**src/rtl/prog_loader_pkg.sv**
```systemverilog
// Purpose: shared state encoding and default widths for the program loader.
// Latency: n/a (types and constants only).
// Backpressure: n/a.
package prog_loader_pkg;

    localparam int IW_DEF = 16;   // instruction word width, always two bytes
    localparam int AW_DEF = 10;   // instruction memory address width
    localparam int LEN_W  = 16;   // word-count field width in the stream header

    typedef enum logic [2:0] {
        LEN_HI  = 3'd0,
        LEN_LO  = 3'd1,
        DATA_HI = 3'd2,
        DATA_LO = 3'd3,
        WRITE   = 3'd4,
        RUN     = 3'd5,
        ERR     = 3'd6
    } state_t;

    // States in which the loader takes a byte from the stream.
    function automatic logic is_rx_state(input state_t s);
        return (s == LEN_HI) || (s == LEN_LO) || (s == DATA_HI) || (s == DATA_LO);
    endfunction

endpackage

```
**src/rtl/prog_loader_byte_pair_asm.sv**
```systemverilog
// Purpose: joins a captured high byte with the live low byte into one instruction word.
// Latency: hi byte registered on hi_en; word_dat/word_vld are combinational on the lo byte.
// Backpressure: none; the caller decides when each byte is taken.
//
// Ports: clk, reset (sync, active-high); byte_dat incoming byte; hi_en captures it as
// the upper half; lo_en marks the low byte; word_dat = {hi, byte_dat}; word_vld = lo_en.
module prog_loader_byte_pair_asm #(
    parameter int IW = 16
) (
    input  logic          clk,
    input  logic          reset,
    input  logic [7:0]    byte_dat,
    input  logic          hi_en,
    input  logic          lo_en,
    output logic [IW-1:0] word_dat,
    output logic          word_vld
);

    logic [7:0] hi_q;

    always_ff @(posedge clk) begin
        if (reset) begin
            hi_q <= 8'h00;
        end else if (hi_en) begin
            hi_q <= byte_dat;
        end
    end

    assign word_dat = {hi_q, byte_dat};
    assign word_vld = lo_en;

endmodule

```
**src/rtl/prog_loader.sv**
```systemverilog
// Purpose: boot loader; parses a 16-bit word count plus that many 16-bit words from a byte stream into imem, holding the CPU in reset until done.
// Latency: imem_we pulses the cycle after a word's low byte is accepted; cpu_reset drops the cycle after the last write.
// Backpressure: rx_ready is a pure state decode; it drops for the write cycle and in RUN/ERR.
//
// Ports: clk, reset (sync, active-high); rx_data/rx_valid/rx_ready byte stream;
// load_req restarts a load from RUN/ERR; imem_we/imem_addr/imem_wdata memory write port;
// cpu_reset, busy, err_len (sticky oversize count), words_loaded (words written this load).
module prog_loader
    import prog_loader_pkg::*;
#(
    parameter int IW = IW_DEF,
    parameter int AW = AW_DEF
) (
    input  logic          clk,
    input  logic          reset,
    input  logic [7:0]    rx_data,
    input  logic          rx_valid,
    output logic          rx_ready,
    input  logic          load_req,
    output logic          imem_we,
    output logic [AW-1:0] imem_addr,
    output logic [IW-1:0] imem_wdata,
    output logic          cpu_reset,
    output logic          busy,
    output logic          err_len,
    output logic [AW:0]   words_loaded
);

    // Largest legal word count is the full memory depth.
    localparam logic [LEN_W:0] CAP = (LEN_W+1)'(1) << AW;

    state_t           state_q, state_d;
    logic [LEN_W-1:0] len_q, len_d;
    logic [AW:0]      wl_q, wl_d;
    logic             err_q, err_d;
    logic [AW-1:0]    addr_q, addr_d;
    logic [IW-1:0]    wdata_q, wdata_d;

    logic             accept;
    logic             hi_en;
    logic             lo_en;
    logic [IW-1:0]    word_dat;
    logic             word_vld;
    logic [LEN_W-1:0] len_full;
    logic [LEN_W:0]   wl_inc;

    assign rx_ready = is_rx_state(state_q);
    assign accept   = rx_valid && rx_ready;
    assign hi_en    = accept && (state_q == DATA_HI);
    assign lo_en    = accept && (state_q == DATA_LO);

    // Complete count as it would stand once the low byte in LEN_LO lands.
    assign len_full = {len_q[LEN_W-1:8], rx_data};
    assign wl_inc   = (LEN_W+1)'(wl_q) + (LEN_W+1)'(1);

    prog_loader_byte_pair_asm #(
        .IW (IW)
    ) u_pair (
        .clk      (clk),
        .reset    (reset),
        .byte_dat (rx_data),
        .hi_en    (hi_en),
        .lo_en    (lo_en),
        .word_dat (word_dat),
        .word_vld (word_vld)
    );

    always_comb begin
        state_d = state_q;
        len_d   = len_q;
        wl_d    = wl_q;
        err_d   = err_q;
        addr_d  = addr_q;
        wdata_d = wdata_q;
        case (state_q)
            LEN_HI: begin
                if (accept) begin
                    len_d[LEN_W-1:8] = rx_data;
                    state_d          = LEN_LO;
                end
            end
            LEN_LO: begin
                if (accept) begin
                    len_d[7:0] = rx_data;
                    if (len_full == '0) begin
                        state_d = RUN;
                    end else if ({1'b0, len_full} > CAP) begin
                        state_d = ERR;
                        err_d   = 1'b1;
                    end else begin
                        state_d = DATA_HI;
                    end
                end
            end
            DATA_HI: begin
                if (accept) begin
                    state_d = DATA_LO;
                end
            end
            DATA_LO: begin
                if (word_vld) begin
                    wdata_d = word_dat;
                    addr_d  = wl_q[AW-1:0];
                    state_d = WRITE;
                end
            end
            WRITE: begin
                // Count is wide enough to reach 2^AW, so a full-memory load never wraps.
                wl_d    = wl_q + 1'b1;
                state_d = (wl_inc == {1'b0, len_q}) ? RUN : DATA_HI;
            end
            RUN, ERR: begin
                if (load_req) begin
                    state_d = LEN_HI;
                    wl_d    = '0;
                    err_d   = 1'b0;
                end
            end
            default: begin
                state_d = LEN_HI;
            end
        endcase
    end

    always_ff @(posedge clk) begin
        if (reset) begin
            state_q <= LEN_HI;
            len_q   <= '0;
            wl_q    <= '0;
            err_q   <= 1'b0;
            addr_q  <= '0;
            wdata_q <= '0;
        end else begin
            state_q <= state_d;
            len_q   <= len_d;
            wl_q    <= wl_d;
            err_q   <= err_d;
            addr_q  <= addr_d;
            wdata_q <= wdata_d;
        end
    end

    assign imem_we      = (state_q == WRITE);
    assign cpu_reset    = (state_q != RUN);
    assign busy         = (state_q != RUN) && (state_q != ERR);
    assign imem_addr    = addr_q;
    assign imem_wdata   = wdata_q;
    assign err_len      = err_q;
    assign words_loaded = wl_q;

endmodule

```
**config.mk**
```make
export PLATFORM = sky130hd
export DESIGN_NAME = prog_loader
export DESIGN_NICKNAME = d
export VERILOG_FILES = /design/src/rtl/prog_loader_pkg.sv /design/src/rtl/prog_loader_byte_pair_asm.sv /design/src/rtl/prog_loader.sv
export SDC_FILE = /design/constraint.sdc
export NUM_CORES = 1
export LEC_CHECK = 0
export CAP_MARGIN = 20
export CORE_MARGIN = 1
export CORE_UTILIZATION = 25
export CTS_CLUSTER_DIAMETER = 80
export CTS_CLUSTER_SIZE = 20
export DETAILED_ROUTE_END_ITERATION = 6
export RECOVER_POWER = 100
export SYNTH_ARGS = -nofsm -noshare
export SYNTH_HDL_FRONTEND = slang
export SYNTH_SLANG_ARGS = --single-unit
```
**constraint.sdc**
```tcl
create_clock -name clk -period 6.5 [get_ports clk]
set_input_delay 1.3 -clock clk [delete_from_list [all_inputs] [get_ports clk]]
set_output_delay 1.3 -clock clk [all_outputs]
set_load 0.005 [all_outputs]
```
==> impl_metrics.toml <==
[clocking]
cts_sinks = 65
cts.path.max_buffers = 2
post_cts_buffers = 0
cts_hold_buf = 0
clkTransAtPathRegs_ns = 0.05
clock_latency_ns = 0.33
root_buffer = "clkbuf_16"
cts-resized-gates = 0
cts_made_buffers = 9
cts_tree = "built"
htree_levels = 3

[floorplan]
core_area_um2 = 11400
start_util_pct = 25.6
die-area_um2 = 12100
die_h_um = 110
die_x_um = 110
io_pins = 54
core.rowCount = 39

[cells_and_area]
num_antenna_cells = 0
syn_to_final_growth_pct = 33.4
drive_gt1_share_pct = 5.07
fill_cells = 1230
fin_area_um2 = 3890
final_net_count = 442
final_cells = 577

[yosys]
yosysWarnings = 0
synth_top_family_by_area = "simple AND/OR/NAND/NOR gates"
synth_seq_cells = 65
synth_fa_ha_area_share_pct = 0.429
synthCells = 388
syn_nets = 401
synth-seq-area-share_pct = 44.6
synthMuxAreaShare_pct = 0
synth-compound-area-share_pct = 16.8
syn_avg_cell_area_um2 = 7.52
synthSimpleGateAreaFrac_pct = 28.3
ys_types = 40
netlist_area_um2 = 2920
synth_xor_area_share_pct = 6.00

[route]
drt_first_pass_iters = 4
wl_per_cell_um = 13.6
wl_mm = 7.87
num_vias = 2787
route.detailed.drc = 0
drt_iter0_drc = 144
postRouteAntennaNets = 0
viasPerCell = 4.83

[setup_path]
crit_slowest_cell = "dlygate4sd3_1"
endpoint_kind = "output pin"
cp_slowest_stage_delay_ns = 0.71
crit_family = "buffers and inverters"
critPathMaxFanout = 16
r2r-end = "words_loaded[5]"
crit_buf_inv = 2
crit_path_start_kind = "flip-flop"
rr_worst_depth = 6
criticalPathCategory = "reg -> out"
required_ns = 5.20
rr_startpoint = "state_q[1]"
crit_arrival_ns = 2.99
crit_chain = "nand2b_1 > or2_0 > clkinv_1 > dlygate4sd3_1"
r2r_slack_ns = 3.31

[global_routing]
met2_usage_pct = 23.4
grt_usage_pct = 14.0
antenna_found_initial = 0
gr-total-overflow = 0
grt_max_degree = 49
grt_pass1_wl_mm = 12.9
use_met3_pct = 3.35
top_usage_layer = "met2"
grt_pass1_vias = 2662
use_met1_pct = 17.2

[timing]
slew_headroom_pct = 31.5
rsz0062_at_grt = "no"
tightest_slew_ns = 1.03
finalSetupTns_ns = 0
setup_violations = 0
max_freq_mhz = 233
final_max_slew_viol_count = 0
hold_viol = 0
fin_skew_ns = 0.00766
fin_crit_ns = 4.29
min_period_over_period_pct = 66.0

[hold_path]
holdPathEnd = "imem_wdata[13]"
hp-class = "reg -> reg"
hp-start = "imem_wdata[13]"
holdPathStages = 2

[placed_design]
dpl.cell_count = 561
portBuffers = 53
place_congestion = 0.778
place_area_um2 = 3540
hpwl_mm = 5.37

[flow_run]
cap_violations = 0

[power_and_ir_drop]
p_leak_nw = 1.43
ir_worst_vdd_v = 0.000140
p_per_area_nw_per_um2 = 271

[outcome]
outcome = "finished, final reports clean"
through the flow:
stage	utilization [%]	setup WS [ns]	hold slack, ns	total power [mW]
floorplan	-	4.04	0.431	0.469
global placement	30.8	3.00	0.440	0.493
detailed placement	31.0	2.98	0.445	0.496
CTS	34.1	2.94	0.454	1.07
global route	34.1	2.00	0.472	1.09
finish	34.1	2.21	0.450	1.05
logic make-up after synthesis:
kind of cell | after synthesis
AO/OA/AOI/OAI | 90
XOR/XNOR | 20
adder cells (fa/ha/maj) | 1
buffers and inverters | 27
flip-flops | 65
AND/OR/NAND/NOR | 185
layout make-up:
cell class | count | area [um^2] | area share (%)
clock buffers | 10 | 239 | 6.14
flip-flops and latches | 65 | 1300 | 33.4
well taps | 143 | 179 | 4.59
clock inverters | 6 | 115 | 2.96
repair buffers | 54 | 546 | 14.0
inverters | 3 | 11.3 | 0.289
multi-input cells | 296 | 1500 | 38.6
tightest hold or removal path: cells and delay by family, from the launching register on:
kind	cells	cell delay [ns]
AOI/OAI and AO/OA	1	0.05
DFF	1	0.30
and+or+nand+nor	1	0.05
synth_stat cells (all sizes together):
master | n | area, um^2
a21o | 2 | 15.0
a21oi | 66 | 330
a22oi | 3 | 22.5
a31oi | 2 | 12.5
and2 | 1 | 6.26
and3 | 2 | 12.5
and4 | 2 | 18.8
buf | 3 | 23.8
clkbuf | 21 | 78.8
clkinv | 1 | 3.75
dfxtp | 65 | 1300
ha | 1 | 12.5
inv | 2 | 7.51
nand2 | 112 | 420
nand2b | 4 | 25.0
nand3 | 8 | 40.0
nand3b | 3 | 22.5
nand4 | 5 | 37.5
nor2 | 25 | 93.8
nor2b | 1 | 6.26
nor3 | 5 | 25.0
nor3b | 1 | 7.51
nor4 | 6 | 37.5
o2111ai | 1 | 8.76
o21a | 1 | 7.51
o21ai | 9 | 45.0
o22ai | 4 | 31.3
o2bb2ai | 1 | 8.76
o31a | 1 | 8.76
or2 | 2 | 12.5
or3 | 3 | 18.8
or4 | 5 | 41.3
xnor2 | 12 | 105
xor2 | 8 | 70.1
worst max-delay path by stage:
stage                     slack, ns        from  depth (start not counted)           end
after detailed placement       2.98    rx_valid                          5  imem_addr[9]
after global placement         3.00    rx_valid                          5  imem_addr[9]
after CTS                      2.94  state_q[1]                          4       imem_we
after global routing           2.00  state_q[1]                          4       imem_we
after floorplan                4.04    rx_valid                          6  imem_addr[2]
final                          2.21  state_q[1]                          4       imem_we
state kept, by name, summed over array words and instances, names as in the netlist:
signal	count
state_q	3
imem_wdata	16
words_loaded	11
imem_addr	10
err_len	1
len_q	16
u_pair.hi_q	8
routing by layer:
metal	routed length [um]	share of wire, %
met1	3720	47
met2	3670	47
met3	341	4.3
met4	144	1.8
met5	0	0
layout by cell type, fill, tap and decap left out, drive strengths merged, types with 4 or more instances in the layout:
cell           count
dlygate4sd3       44
xor2               8
xnor2             12
o21ai              9
a21oi             66
nand2b             4
nor4               6
nor2              25
dfxtp             65
clkbuf            10
nor3               5
nand3              8
nand4              5
nand2            112
o22ai              4
clkdlybuf4s50      8
or4                5
power by group:
part	switching (mW)	internal, mW
logic	0.0405	0.0275
registers	0.0111	0.408
clock network	0.182	0.386
(Power assumes the default switching activity.)
